`config.mk`:
```
export PLATFORM = sky130hd
export DESIGN_NAME = alu_seq
export DESIGN_NICKNAME = d
export VERILOG_FILES = /design/src/rtl/alu_pkg.sv /design/src/rtl/alu_seq_fifo.sv /design/src/rtl/alu_seq.sv
export SDC_FILE = /design/constraint.sdc
export NUM_CORES = 1
export LEC_CHECK = 0
export BUFFER_PORTS_ARGS = -buffer_cell sky130_fd_sc_hd__buf_2
export CAP_MARGIN = 25
export CORE_MARGIN = 8
export CORE_UTILIZATION = 35
export DETAILED_ROUTE_END_ITERATION = 8
export SYNTH_ARGS = -nofsm -noshare
export SYNTH_HDL_FRONTEND = slang
export SYNTH_SLANG_ARGS = --single-unit
```
`constraint.sdc`:
```
create_clock -name clk -period 2.2 [get_ports clk]
set_input_delay 0.33 -clock clk [delete_from_list [all_inputs] [get_ports clk]]
set_output_delay 0.33 -clock clk [all_outputs]
set_load 0.05 [all_outputs]
```
`src/rtl/alu_pkg.sv`:
```
// ---------------------------------------------------------------------------
// alu_pkg : opcode map, sequencer state encoding and result entry layout
// Revision: 1.0
// ---------------------------------------------------------------------------
`default_nettype none

package alu_pkg;

    localparam logic [3:0] OP_ADD = 4'h0;
    localparam logic [3:0] OP_SUB = 4'h1;
    localparam logic [3:0] OP_MUL = 4'h2;
    localparam logic [3:0] OP_DIV = 4'h3;
    localparam logic [3:0] OP_MOD = 4'h4;
    localparam logic [3:0] OP_AND = 4'h5;
    localparam logic [3:0] OP_OR  = 4'h6;
    localparam logic [3:0] OP_XOR = 4'h7;
    localparam logic [3:0] OP_NOT = 4'h8;
    localparam logic [3:0] OP_SHL = 4'h9;
    localparam logic [3:0] OP_SHR = 4'hA;
    localparam logic [3:0] OP_ROL = 4'hB;
    localparam logic [3:0] OP_ROR = 4'hC;
    localparam logic [3:0] OP_NEG = 4'hD;
    localparam logic [3:0] OP_INC = 4'hE;
    localparam logic [3:0] OP_DEC = 4'hF;

    typedef enum logic [1:0] {
        IDLE    = 2'd0,
        ISSUE   = 2'd1,
        CAPTURE = 2'd2
    } seq_state_t;

    typedef struct packed {
        logic       err;
        logic [3:0] opcode;
        logic [3:0] data;
    } res_entry_t;

    function automatic logic is_div_zero(input logic [3:0] op, input logic [3:0] b);
        return ((op == OP_DIV) || (op == OP_MOD)) && (b == 4'h0);
    endfunction

endpackage

`default_nettype wire

```
`src/rtl/alu_seq_fifo.sv`:
```
// ---------------------------------------------------------------------------
// alu_seq_fifo : first-word fall-through result FIFO with full/empty flags
// Revision: 1.0
// ---------------------------------------------------------------------------
`default_nettype none

module alu_seq_fifo #(
    parameter int DEPTH = 4,
    parameter int WIDTH = 9
) (
    input  logic             clk,
    input  logic             rst_n,
    input  logic             push_i,
    input  logic [WIDTH-1:0] wdata_i,
    input  logic             pop_i,
    output logic [WIDTH-1:0] rdata_o,
    output logic             full_o,
    output logic             empty_o
);

    localparam int AW = $clog2(DEPTH);
    localparam logic [AW:0] PTR_ONE = 1;

    logic [AW:0]      wr_ptr_q;
    logic [AW:0]      wr_ptr_d;
    logic [AW:0]      rd_ptr_q;
    logic [AW:0]      rd_ptr_d;
    logic [WIDTH-1:0] mem_q [DEPTH];
    logic             wr_en;
    logic             rd_en;

    // Extra pointer MSB separates full from empty when the indices coincide.
    assign empty_o = (wr_ptr_q == rd_ptr_q);
    assign full_o  = (wr_ptr_q[AW] != rd_ptr_q[AW]) &&
                     (wr_ptr_q[AW-1:0] == rd_ptr_q[AW-1:0]);

    assign rd_en = pop_i && !empty_o;
    assign wr_en = push_i && (!full_o || rd_en);

    assign wr_ptr_d = wr_en ? (wr_ptr_q + PTR_ONE) : wr_ptr_q;
    assign rd_ptr_d = rd_en ? (rd_ptr_q + PTR_ONE) : rd_ptr_q;

    assign rdata_o = empty_o ? '0 : mem_q[rd_ptr_q[AW-1:0]];

    always_ff @(posedge clk or negedge rst_n) begin
        if (!rst_n) begin
            wr_ptr_q <= '0;
            rd_ptr_q <= '0;
        end else begin
            wr_ptr_q <= wr_ptr_d;
            rd_ptr_q <= rd_ptr_d;
        end
    end

    always_ff @(posedge clk) begin
        if (wr_en) begin
            mem_q[wr_ptr_q[AW-1:0]] <= wdata_i;
        end
    end

endmodule

`default_nettype wire

```
`src/rtl/alu_seq.sv`:
```
// ---------------------------------------------------------------------------
// alu_seq : sweeps a combinational ALU over an opcode range, queues results
// Revision: 1.0
// ---------------------------------------------------------------------------
`default_nettype none

module alu_seq
    import alu_pkg::*;
#(
    parameter int DEPTH = 4
) (
    input  logic       clk,
    input  logic       rst_n,
    input  logic       start_valid,
    output logic       start_ready,
    input  logic [3:0] start_a,
    input  logic [3:0] start_b,
    input  logic [3:0] start_first,
    input  logic [3:0] start_last,
    input  logic       abort,
    output logic [3:0] alu_a,
    output logic [3:0] alu_b,
    output logic [3:0] alu_opcode,
    input  logic [3:0] alu_result,
    output logic       res_valid,
    input  logic       res_ready,
    output logic [3:0] res_data,
    output logic [3:0] res_opcode,
    output logic       res_err,
    output logic       busy,
    output logic       done
);

    seq_state_t state_q;
    seq_state_t state_d;
    logic [3:0] a_q;
    logic [3:0] a_d;
    logic [3:0] b_q;
    logic [3:0] b_d;
    logic [3:0] op_q;
    logic [3:0] op_d;
    logic [3:0] rem_q;
    logic [3:0] rem_d;

    logic       push_w;
    logic       done_w;
    logic       push_ok_w;
    logic       err_w;
    logic       fifo_full_w;
    logic       fifo_empty_w;
    res_entry_t entry_w;
    res_entry_t head_w;

    assign err_w         = is_div_zero(op_q, b_q);
    assign entry_w.err    = err_w;
    assign entry_w.opcode = op_q;
    assign entry_w.data   = err_w ? 4'h0 : alu_result;

    // A full FIFO still accepts the push when the head is leaving this cycle.
    assign push_ok_w = !fifo_full_w || res_ready;

    always_comb begin
        state_d = state_q;
        a_d     = a_q;
        b_d     = b_q;
        op_d    = op_q;
        rem_d   = rem_q;
        push_w  = 1'b0;
        done_w  = 1'b0;
        case (state_q)
            IDLE: begin
                if (start_valid) begin
                    a_d     = start_a;
                    b_d     = start_b;
                    op_d    = start_first;
                    rem_d   = start_last - start_first;
                    state_d = ISSUE;
                end
            end
            ISSUE: begin
                state_d = abort ? IDLE : CAPTURE;
            end
            CAPTURE: begin
                if (abort) begin
                    state_d = IDLE;
                end else if (push_ok_w) begin
                    push_w = 1'b1;
                    if (rem_q != 4'h0) begin
                        op_d    = op_q + 4'h1;
                        rem_d   = rem_q - 4'h1;
                        state_d = ISSUE;
                    end else begin
                        done_w  = 1'b1;
                        state_d = IDLE;
                    end
                end
            end
            default: begin
                state_d = IDLE;
            end
        endcase
    end

    always_ff @(posedge clk or negedge rst_n) begin
        if (!rst_n) begin
            state_q <= IDLE;
            a_q     <= 4'h0;
            b_q     <= 4'h0;
            op_q    <= 4'h0;
            rem_q   <= 4'h0;
        end else begin
            state_q <= state_d;
            a_q     <= a_d;
            b_q     <= b_d;
            op_q    <= op_d;
            rem_q   <= rem_d;
        end
    end

    alu_seq_fifo #(
        .DEPTH (DEPTH),
        .WIDTH ($bits(res_entry_t))
    ) u_fifo (
        .clk     (clk),
        .rst_n   (rst_n),
        .push_i  (push_w),
        .wdata_i (entry_w),
        .pop_i   (res_ready),
        .rdata_o (head_w),
        .full_o  (fifo_full_w),
        .empty_o (fifo_empty_w)
    );

    assign alu_a       = a_q;
    assign alu_b       = b_q;
    assign alu_opcode  = op_q;
    assign start_ready = (state_q == IDLE);
    assign busy        = (state_q != IDLE);
    assign done        = done_w;
    assign res_valid   = !fifo_empty_w;
    assign res_data    = head_w.data;
    assign res_opcode  = head_w.opcode;
    assign res_err     = head_w.err;

endmodule

`default_nettype wire

```
## After elaboration in Yosys (flattened, before gate mapping)

Memories as Yosys holds them, arrays and structs flattened.
Cells that the tools add are included.

| storage, ports and cells | value |
|---|---|
| memories kept | 1 |
| word-level logic and storage cells | 69 |
| input bits | 25 |
| bits in read-only memories | 0 |
| RAM bits | 36 |
| register bits after elaboration | 24 |
| bits in latches | 0 |

Memory list:

| memory | words | width | rd ports | clocked after memory_dff | wr ports | RTL line | RTL |
|---|---|---|---|---|---|---|---|
| u_fifo.mem_q | 4 | 9 | 1 | 0 | 1 | alu_seq_fifo.sv:28 | `logic [WIDTH-1:0] mem_q [DEPTH];` |

| operators by class | value |
|---|---|
| reduce and logical (&&, ||, !) cells | 17 |
| bitwise operators | 0 |
| shift-type cells | 0 |
| eq/ne operators | 12 |
| multipliers | 0 |
| $add $sub $neg | 5 |
| div/mod/pow operators | 0 |
| order comparisons | 0 |
| multiplexer cells | 27 |

Operators by type and width:

| kind | count |
|---|---|
| $mux W4 | 9 |
| $pmux W4 S2 | 2 |
| $mux W1 | 10 |
| $mux W9 | 1 |
| $mux W2 | 4 |
| $ne A2 B2 Y1 const B | 4 |
| $add A3 B1 Y3 const B | 2 |
| $pmux W2 S3 | 1 |
| $reduce_and A5 Y1 | 1 |
| $add A4 B1 Y4 const B | 1 |
| $eq A4 B2 Y1 const B | 1 |
| $eq A4 B3 Y1 const B | 1 |
| $logic_and A1 B1 Y1 | 4 |
| $logic_not A4 Y1 | 1 |
| $reduce_and A2 Y1 | 2 |
| $reduce_bool A2 Y1 | 2 |
| $reduce_bool A4 Y1 | 1 |
| $sub A4 B1 Y4 const B | 1 |
| $sub A4 B4 Y4 | 1 |
| $eq A3 B3 Y1 | 1 |
| $logic_or A1 B1 Y1 | 3 |
| $ne A3 B3 Y1 const B | 1 |
| $eq A2 B1 Y1 const B | 1 |
| $eq A2 B2 Y1 | 1 |
| other kinds (4) | 5 |

## Logic depth before layout (Yosys ltp)

Gate-level depths: netlist (run 1).

| logic depth | value |
|---|---|
| word-level depth | 10 |
| mapped depth | 8 |
| gate-level depth less buffers | 8 |

## By module

From an unflattened synthesis (run 1), not the netlist that was laid out.

| second synthesis, totals | value |
|---|---|
| cells, all modules | 206 |
| area total of the unflattened synthesis | 2910.3 sq um |

Modules (own cells, without submodules):

| module | seq. area each (sq um) | times used | cells each | area each (sq um) |
|---|---|---|---|---|
| alu_seq_fifo | 1231.2 | 1 | 91 | 1774.2 |
| alu_seq | 450.4 | 1 | 115 | 1136.1 |

## Least setup slack after synthesis (run 1)

OpenSTA, ideal clock, no wires.

| path | value |
|---|---|
| path type | flip-flop to output port |
| from | register u_fifo.wr_ptr_q[1] |
| to | output port res_data[0] |
| setup slack | -81 ps |
| cell stages (with the launch flop) | 5 |
| required time | 1870 ps |
| arrival | 1951 ps |
| cell sequence | dfrtp_1 -> xor2_1 -> or3b_1 -> clkbuf_1 -> and2_1 |

| between the ends | value |
|---|---|
| longest elaborated chain between the ends | 2 |

RTL lines:

| what | RTL line | RTL |
|---|---|---|
| start: declaration | alu_seq_fifo.sv:24 | `logic [AW:0] wr_ptr_q;` |
| start signal: assignment | alu_seq_fifo.sv:50 | `wr_ptr_q <= wr_ptr_d;` |
| $eq A3 B3 Y1 | alu_seq_fifo.sv:33 | `assign empty_o = (wr_ptr_q == rd_ptr_q);` |
| $mux W9 | alu_seq_fifo.sv:43 | `assign rdata_o = empty_o ? '0 : mem_q[rd_ptr_q[AW-1:0]];` |
| end: declaration | alu_seq.sv:27 | `output logic [3:0] res_data,` |

No other way between the ends.

## Worst setup path in the final report (run 1)

| path | value |
|---|---|
| from | register u_fifo.wr_ptr_q[1] |
| to | output port res_opcode[0] |

| between the ends | value |
|---|---|
| longest elaborated chain between the ends | 2 |

RTL lines:

| what | RTL line | RTL |
|---|---|---|
| $eq A3 B3 Y1 | alu_seq_fifo.sv:33 |  |
| $mux W9 | alu_seq_fifo.sv:43 |  |
| end: declaration | alu_seq.sv:28 | `output logic [3:0] res_opcode,` |

No other way between the ends.

==> results.yml, run 1 <==
run:
  drv_cap: 0
cells_and_area:
  drive_gt1_frac: 0.352
  fillers: 762
  n_antenna_cell: 0
  regArea_um2: 1680
  areaGrowthSynthToFinish_pct: 26.9
  final_cell_mix: "39 x buf_2, 36 x edfxtp_1, 29 x nand2_1"
  final_common_cell: "buf_2"
  multiInputGateArea_um2: 1130
  fin_nets: 325
sta:
  max_freq_ghz: 0.465
  finalSetupViolCount: 0
  worst_pin_slew_ns: 0.564
  relSlewSlack: 0.624
  skew_ns: 0.00381
  timing.setup.tns_ns: 0
  period_share: 0.977
  slew_viol_final: 0
  min_period_ns: 2.15
  fin_ws_ns: 0.0513
  rsz0062_at_grt: "yes"
  hold_viol_final: 0
logic_synthesis:
  synth_ff_type: "edfxtp_1"
  synth_area_per_cell_um2: 12.8
  yosys_register_bits: 60
  yosysWarnings: 0
  async_flop_share: 0.400
  synth_cell_types: 35
  synth_area_um2: 2850
  postSynthCellCount: 222
  synth_xor_area_frac: 0.0276
  syn_nets: 259
  synth_top_family_by_area: "simple AND/OR/NAND/NOR gates"
  synth-edff-count: 36
  muxShareOfSynthArea: 0.0821
  synthSimpleGateAreaFrac: 0.142
  synth_fa_ha_area_frac: 0.0553
  seq_area_frac_synth: 0.590
  synth_compound_area_frac: 0.0671
global_route:
  grt_pass1_wl_mm: 10.4
  grt_max_degree: 25
  overflow: 0
  grt_antenna_before_repair: 0
  grt_pass1_vias: 2070
  grtUsageTotal: 0.119
worst_setup_path:
  worstPathRequired_ns: 1.87
  reg2reg_slack_ns: 0.24
  start_kind: "register"
  r2r_start: "u_fifo.rd_ptr_q[0]$_DFFE_PN0P_"
  worstPathArrival_ns: 1.82
  reg2reg_to: "u_fifo.wr_ptr_q[2]$_DFFE_PN0P_"
  end_kind: "output pin"
  r2r_cells: 4
  path_class: "register to output pin"
  crit_fanout: 6
hold_path:
  hold-path-endpoint: "alu_a[2]$_DFFE_PN0P_"
  min_path_cells: 3
  hold_start: "start_a[2]"
  hold_class: "input port to register"
detailed_routing:
  ant_nets: 0
  drcViolationCount: 0
  vias_per_cell: 4.81
  routedWlPerCell_um: 15.8
  drt_iter0_drc: 103
  first_pass_iters: 4
  routed_wl_mm: 6.29
  vias: 1913
run_status:
  outcome: "finished clean"
power:
  sequentialPowerShare: 0.300
  ir_drop_uv: 704
  p_leak_uw: 0.00150
  p_sw_uw: 2430
  clkPwrFrac: 0.175
  power.density_nw_per_um2: 1520
  sw_frac_of_total: 0.441
  pwr-share-comb: 0.525
  p_int_uw: 3080
clock_tree:
  clk_pin_slew_ns: 0.07
  insertion_delay_ns: 0.34
  cts_sinks: 60
  root_buffer: "clkbuf_8"
  cts_tree: "yes"
  h-tree-depth: 3
  clockBufferDepth: 2
  cts_buffers: 9
floorplanning:
  rows: 33
  die_w_um: 106
  io_pins: 50
  coreArea_um2: 8050
  dieHeight_um: 106
  start_util: 0.354
  die_area_um2: 11300
place:
  io_buffers: 49
  dpl.hpwl_mm: 4.38
  gp_congestion: 0.794
  dp_slack_ns: 0.0623
[synth_stat cells, types with 4 or more instances]
library cell / n / area [um^2]
a21oi_1: 10 / 50.1
and2_1: 14 / 87.6
buf_4: 4 / 30.0
clkbuf_1: 6 / 22.5
dfrtp_1: 24 / 601
edfxtp_1: 36 / 1080
ha_1: 11 / 138
inv_1: 11 / 41.3
mux4_2: 9 / 203
nand2_1: 29 / 109
nand2b_1: 4 / 25.0
nand3_1: 6 / 30.0
nor2_1: 8 / 30.0
nor2b_1: 9 / 56.3
o211ai_1: 5 / 37.5
xnor2_1: 5 / 43.8
xor2_1: 4 / 35.0
[how the worst max path moves through the flow]
stage	from	endpoint	slack [ns]	cells after the start
after global placement	alu_opcode[3]$_DFFE_PN0P_	u_fifo.mem_q[3][1]$_DFFE_PP_	0.14	3
final	u_fifo.wr_ptr_q[1]$_DFFE_PN0P_	res_opcode[0]	0.05	4
after detailed placement	alu_opcode[3]$_DFFE_PN0P_	u_fifo.mem_q[3][3]$_DFFE_PP_	0.06	3
after floorplan	u_fifo.wr_ptr_q[2]$_DFFE_PN0P_	res_data[0]	0.14	4
after CTS	u_fifo.rd_ptr_q[2]$_DFFE_PN0P_	res_data[2]	0.001	4
after global routing	u_fifo.wr_ptr_q[2]$_DFFE_PN0P_	res_opcode[0]	-0.04	4
[cell type report]
cell class	instances	share of cell area
multi-input combinational	140	0.311
sequential	60	0.465
timing repair buffer	65	0.122
clock inverter	6	0.0176
clock buffer	10	0.0353
inverter	12	0.0124
tap	105	0.0363
[what timing repair did]
| action | in CTS | in global routing |
|---|---|---|
| buffers inserted | 1 | 1 |
| hold endpoints to repair | 24 | 0 |
| endpoints found under the setup margin | 10 | 14 |
| pin swaps | 2 | 1 |
| resized for setup | 12 | 28 |
| cloned | 1 | 0 |
| hold buffers | 1 | 0 |
[worst max-delay path, stage by stage (launching register included)]
cell and delay [ns]:
dfrtp_1 0.43, xor2_2 0.24, or3b_4 0.48, and2_1 0.17, buf_6 0.15
[state kept, by name, indices dropped and copies added, names as in the netlist]
register         flops
alu_b                4
state_q              2
alu_opcode           4
u_fifo.wr_ptr_q      3
alu_a                4
u_fifo.rd_ptr_q      3
u_fifo.mem_q        36
rem_q                4
[stage by stage]
| step | instances | utilization | power [uW] | hold WS [ns] | area, um^2 |
|---|---|---|---|---|---|
| detailed placement | 378 | 0.406 | 4160 | 0.360 | 3270 |
| global placement | 378 | 0.406 | 4130 | 0.359 | 3270 |
| floorplan | 222 | - | 3540 | 0.0344 | 2850 |
| CTS | 397 | 0.439 | 5350 | 0.153 | 3540 |
| global route | 398 | 0.450 | 5820 | 0.169 | 3620 |
| finish | 398 | 0.450 | 5510 | 0.175 | 3620 |
[routing by layer]
metal  vias to the layer above  track usage  part of all wire
li1                        919            -                 -
met1                       922        0.140              0.44
met2                        68        0.193              0.48
met3                         4       0.0581             0.073
met4                         0       0.0291            0.0041
met5                         -            0                 0
[cells by family (layout without fill, tap and decap cells)]
logic type | count (synthesis) | count (layout)
compound gates | 26 | 26
xor+xnor | 9 | 9
fa+ha+maj | 12 | 12
buf+inv | 23 | 93
flops | 60 | 60
mux | 12 | 12
simple gates | 80 | 81
[power groups by stage]
stage / clock network (uW) / registers (uW) / logic [uW]
final: 966 / 1650 / 2890
after CTS: 990 / 1640 / 2710
after global routing: 1030 / 1680 / 3100
after floorplan: 0 / 1820 / 1720
after global placement: 0 / 1630 / 2490
after detailed placement: 0 / 1640 / 2520
Power figures use the tool's default switching activity.
==> run 2, diff against run 1 <==
--- a/config.mk
+++ b/config.mk
@@ -5,11 +5,12 @@
 export SDC_FILE = /design/constraint.sdc
 export NUM_CORES = 1
 export LEC_CHECK = 0
-export BUFFER_PORTS_ARGS = -buffer_cell sky130_fd_sc_hd__buf_2
+export ABC_CLOCK_PERIOD_IN_PS = 2200
 export CAP_MARGIN = 25
 export CORE_MARGIN = 8
 export CORE_UTILIZATION = 35
 export DETAILED_ROUTE_END_ITERATION = 8
+export DONT_BUFFER_PORTS = 1
 export SYNTH_ARGS = -nofsm -noshare
 export SYNTH_HDL_FRONTEND = slang
 export SYNTH_SLANG_ARGS = --single-unit
==> run 2 against run 1 <==
Effect of this change:
- worst setup slack better by 0.024 ns
- sequential power increased by 5%
- first-iteration DRC count down 37%
- cell count shrank 9.0%
- routed wire length is 7.5% lower
- final area shrank 2.9%
- total power is 2.8% higher
- global-route usage is 1.1 points lower
- die area stayed put
- critical path type unchanged
- critical endpoint is now res_data[3]
- largest cell class unchanged
==> results.yml, run 2 (synthesized netlist as in run 1, its figures left out) <==
run_status:
  outcome: "finished clean"
floorplanning:
  io_pins: 50
  die_area_um2: 11300
  coreArea_um2: 8050
  start_util: 0.354
  die_w_um: 106
  dieHeight_um: 106
  rows: 33
clock_tree:
  root_buffer: "clkbuf_8"
  cts_buffers: 9
  clockBufferDepth: 2
  cts_tree: "yes"
  clk_pin_slew_ns: 0.06
  insertion_delay_ns: 0.33
  cts_sinks: 60
  h-tree-depth: 3
worst_setup_path:
  path_class: "register to output pin"
  start_kind: "register"
  end_kind: "output pin"
  reg2reg_to: "rem_q[0]$_DFFE_PN0P_"
  r2r_start: "u_fifo.wr_ptr_q[0]$_DFFE_PN0P_"
  r2r_cells: 6
  worstPathArrival_ns: 1.80
  worstPathRequired_ns: 1.87
  reg2reg_slack_ns: 0.32
  crit_fanout: 11
power:
  power.density_nw_per_um2: 1610
  pwr-share-comb: 0.509
  p_int_uw: 3320
  p_leak_uw: 0.00139
  clkPwrFrac: 0.183
  sw_frac_of_total: 0.414
  ir_drop_uv: 617
  sequentialPowerShare: 0.308
  p_sw_uw: 2350
global_route:
  grt_max_degree: 25
  grt_antenna_before_repair: 0
  grtUsageTotal: 0.109
  overflow: 0
  grt_pass1_vias: 1924
  grt_pass1_wl_mm: 9.58
detailed_routing:
  routed_wl_mm: 5.81
  drcViolationCount: 0
  vias_per_cell: 4.88
  drt_iter0_drc: 65
  first_pass_iters: 4
  routedWlPerCell_um: 16.1
  vias: 1765
  ant_nets: 0
cells_and_area:
  drive_gt1_frac: 0.237
  n_antenna_cell: 0
  areaGrowthSynthToFinish_pct: 23.3
  stdcell_area_um2: 3510
  largest_reg_flops: 36
  fin_nets: 290
  fillers: 766
  final_cell_mix: "36 x edfxtp_1, 29 x nand2_1, 24 x dfrtp_1"
  final_common_cell: "edfxtp_1"
sta:
  relSlewSlack: 0.647
  finalSetupViolCount: 0
  skew_ns: 0.00620
  rsz0062_at_grt: "yes"
  min_period_ns: 2.13
  slew_viol_final: 0
  max_freq_ghz: 0.471
  hold_viol_final: 0
  whs_ns: 0.0518
  period_share: 0.966
  worst_pin_slew_ns: 0.529
place:
  gp_congestion: 0.817
  io_buffers: 0
  place_area_um2: 3250
  dpl.hpwl_mm: 4.26
hold_path:
  min_path_cells: 1
  hold_start: "abort"
  hold-path-endpoint: "state_q[1]$_DFFE_PN0P_"
  hold_class: "input port to register"
run:
  drv_cap: 0
[run 2: repair_timing]
item,in CTS,in global routing
buffers inserted,0,1
hold endpoints to repair,24,0
hold buffers,1,0
endpoints found under the setup margin,10,10
resized for setup,4,2
[run 2: critical path, stage by stage, from the launching register on]
cell and delay (ns):
dfrtp_1 0.38, buf_6 0.21, mux4_2 0.52, and2_1 0.20, buf_12 0.15
[run 2: power by group through the flow]
| stage | logic, uW | registers [uW] | clock network [uW] |
|---|---|---|---|
| CTS | 2890 | 1740 | 1060 |
| finish | 2880 | 1740 | 1040 |
| global placement | 2810 | 1750 | 0 |
| floorplan | 1720 | 1820 | 0 |
| global route | 3100 | 1780 | 1110 |
| detailed placement | 2850 | 1760 | 0 |
[run 2: worst max path at each step]
| stage | start | cells past startpoint | endpoint |
|---|---|---|---|
| 2_1_floorplan | u_fifo.wr_ptr_q[2]$_DFFE_PN0P_ | 4 | res_data[0] |
| 3_3_place_gp | u_fifo.wr_ptr_q[0]$_DFFE_PN0P_ | 4 | res_opcode[0] |
| 3_5_place_dp | u_fifo.wr_ptr_q[0]$_DFFE_PN0P_ | 4 | res_opcode[0] |
| 4_1_cts | u_fifo.wr_ptr_q[0]$_DFFE_PN0P_ | 4 | res_opcode[0] |
| 5_1_grt | u_fifo.rd_ptr_q[0]$_DFFE_PN0P_ | 4 | res_data[0] |
| 6_report | u_fifo.rd_ptr_q[0]$_DFFE_PN0P_ | 4 | res_data[3] |
[run 2: layer usage]
layer	track usage	up-vias	share of wire
met2	0.167	60	0.46
met1	0.127	844	0.43
met4	0.0422	0	0.019
li1	-	849	-
met3	0.0551	12	0.090
met5	0	-	0
[run 2: layout make-up]
type                            count  area [um^2]  area share
Sequential cell                    60         1680       0.478
Multi-Input combinational cell    139         1090       0.311
Timing Repair Buffer               31          359       0.102
Tap cell                          105          131      0.0374
Clock buffer                       10          128      0.0363
Clock inverter                      5         77.6      0.0221
Inverter                           12         45.0      0.0128
[run 2: stage by stage]
step | power, uW | util | instances | worst slack [ns] | TNS [ns]
detailed placement | 4600 | 0.403 | 344 | 0.272 | 0
floorplan | 3540 | - | 222 | 0.144 | 0
finish | 5660 | 0.437 | 362 | 0.0750 | 0
global route | 5980 | 0.437 | 362 | -0.00394 | -0.00973
global placement | 4560 | 0.403 | 344 | 0.303 | 0
CTS | 5700 | 0.432 | 360 | 0.0287 | 0
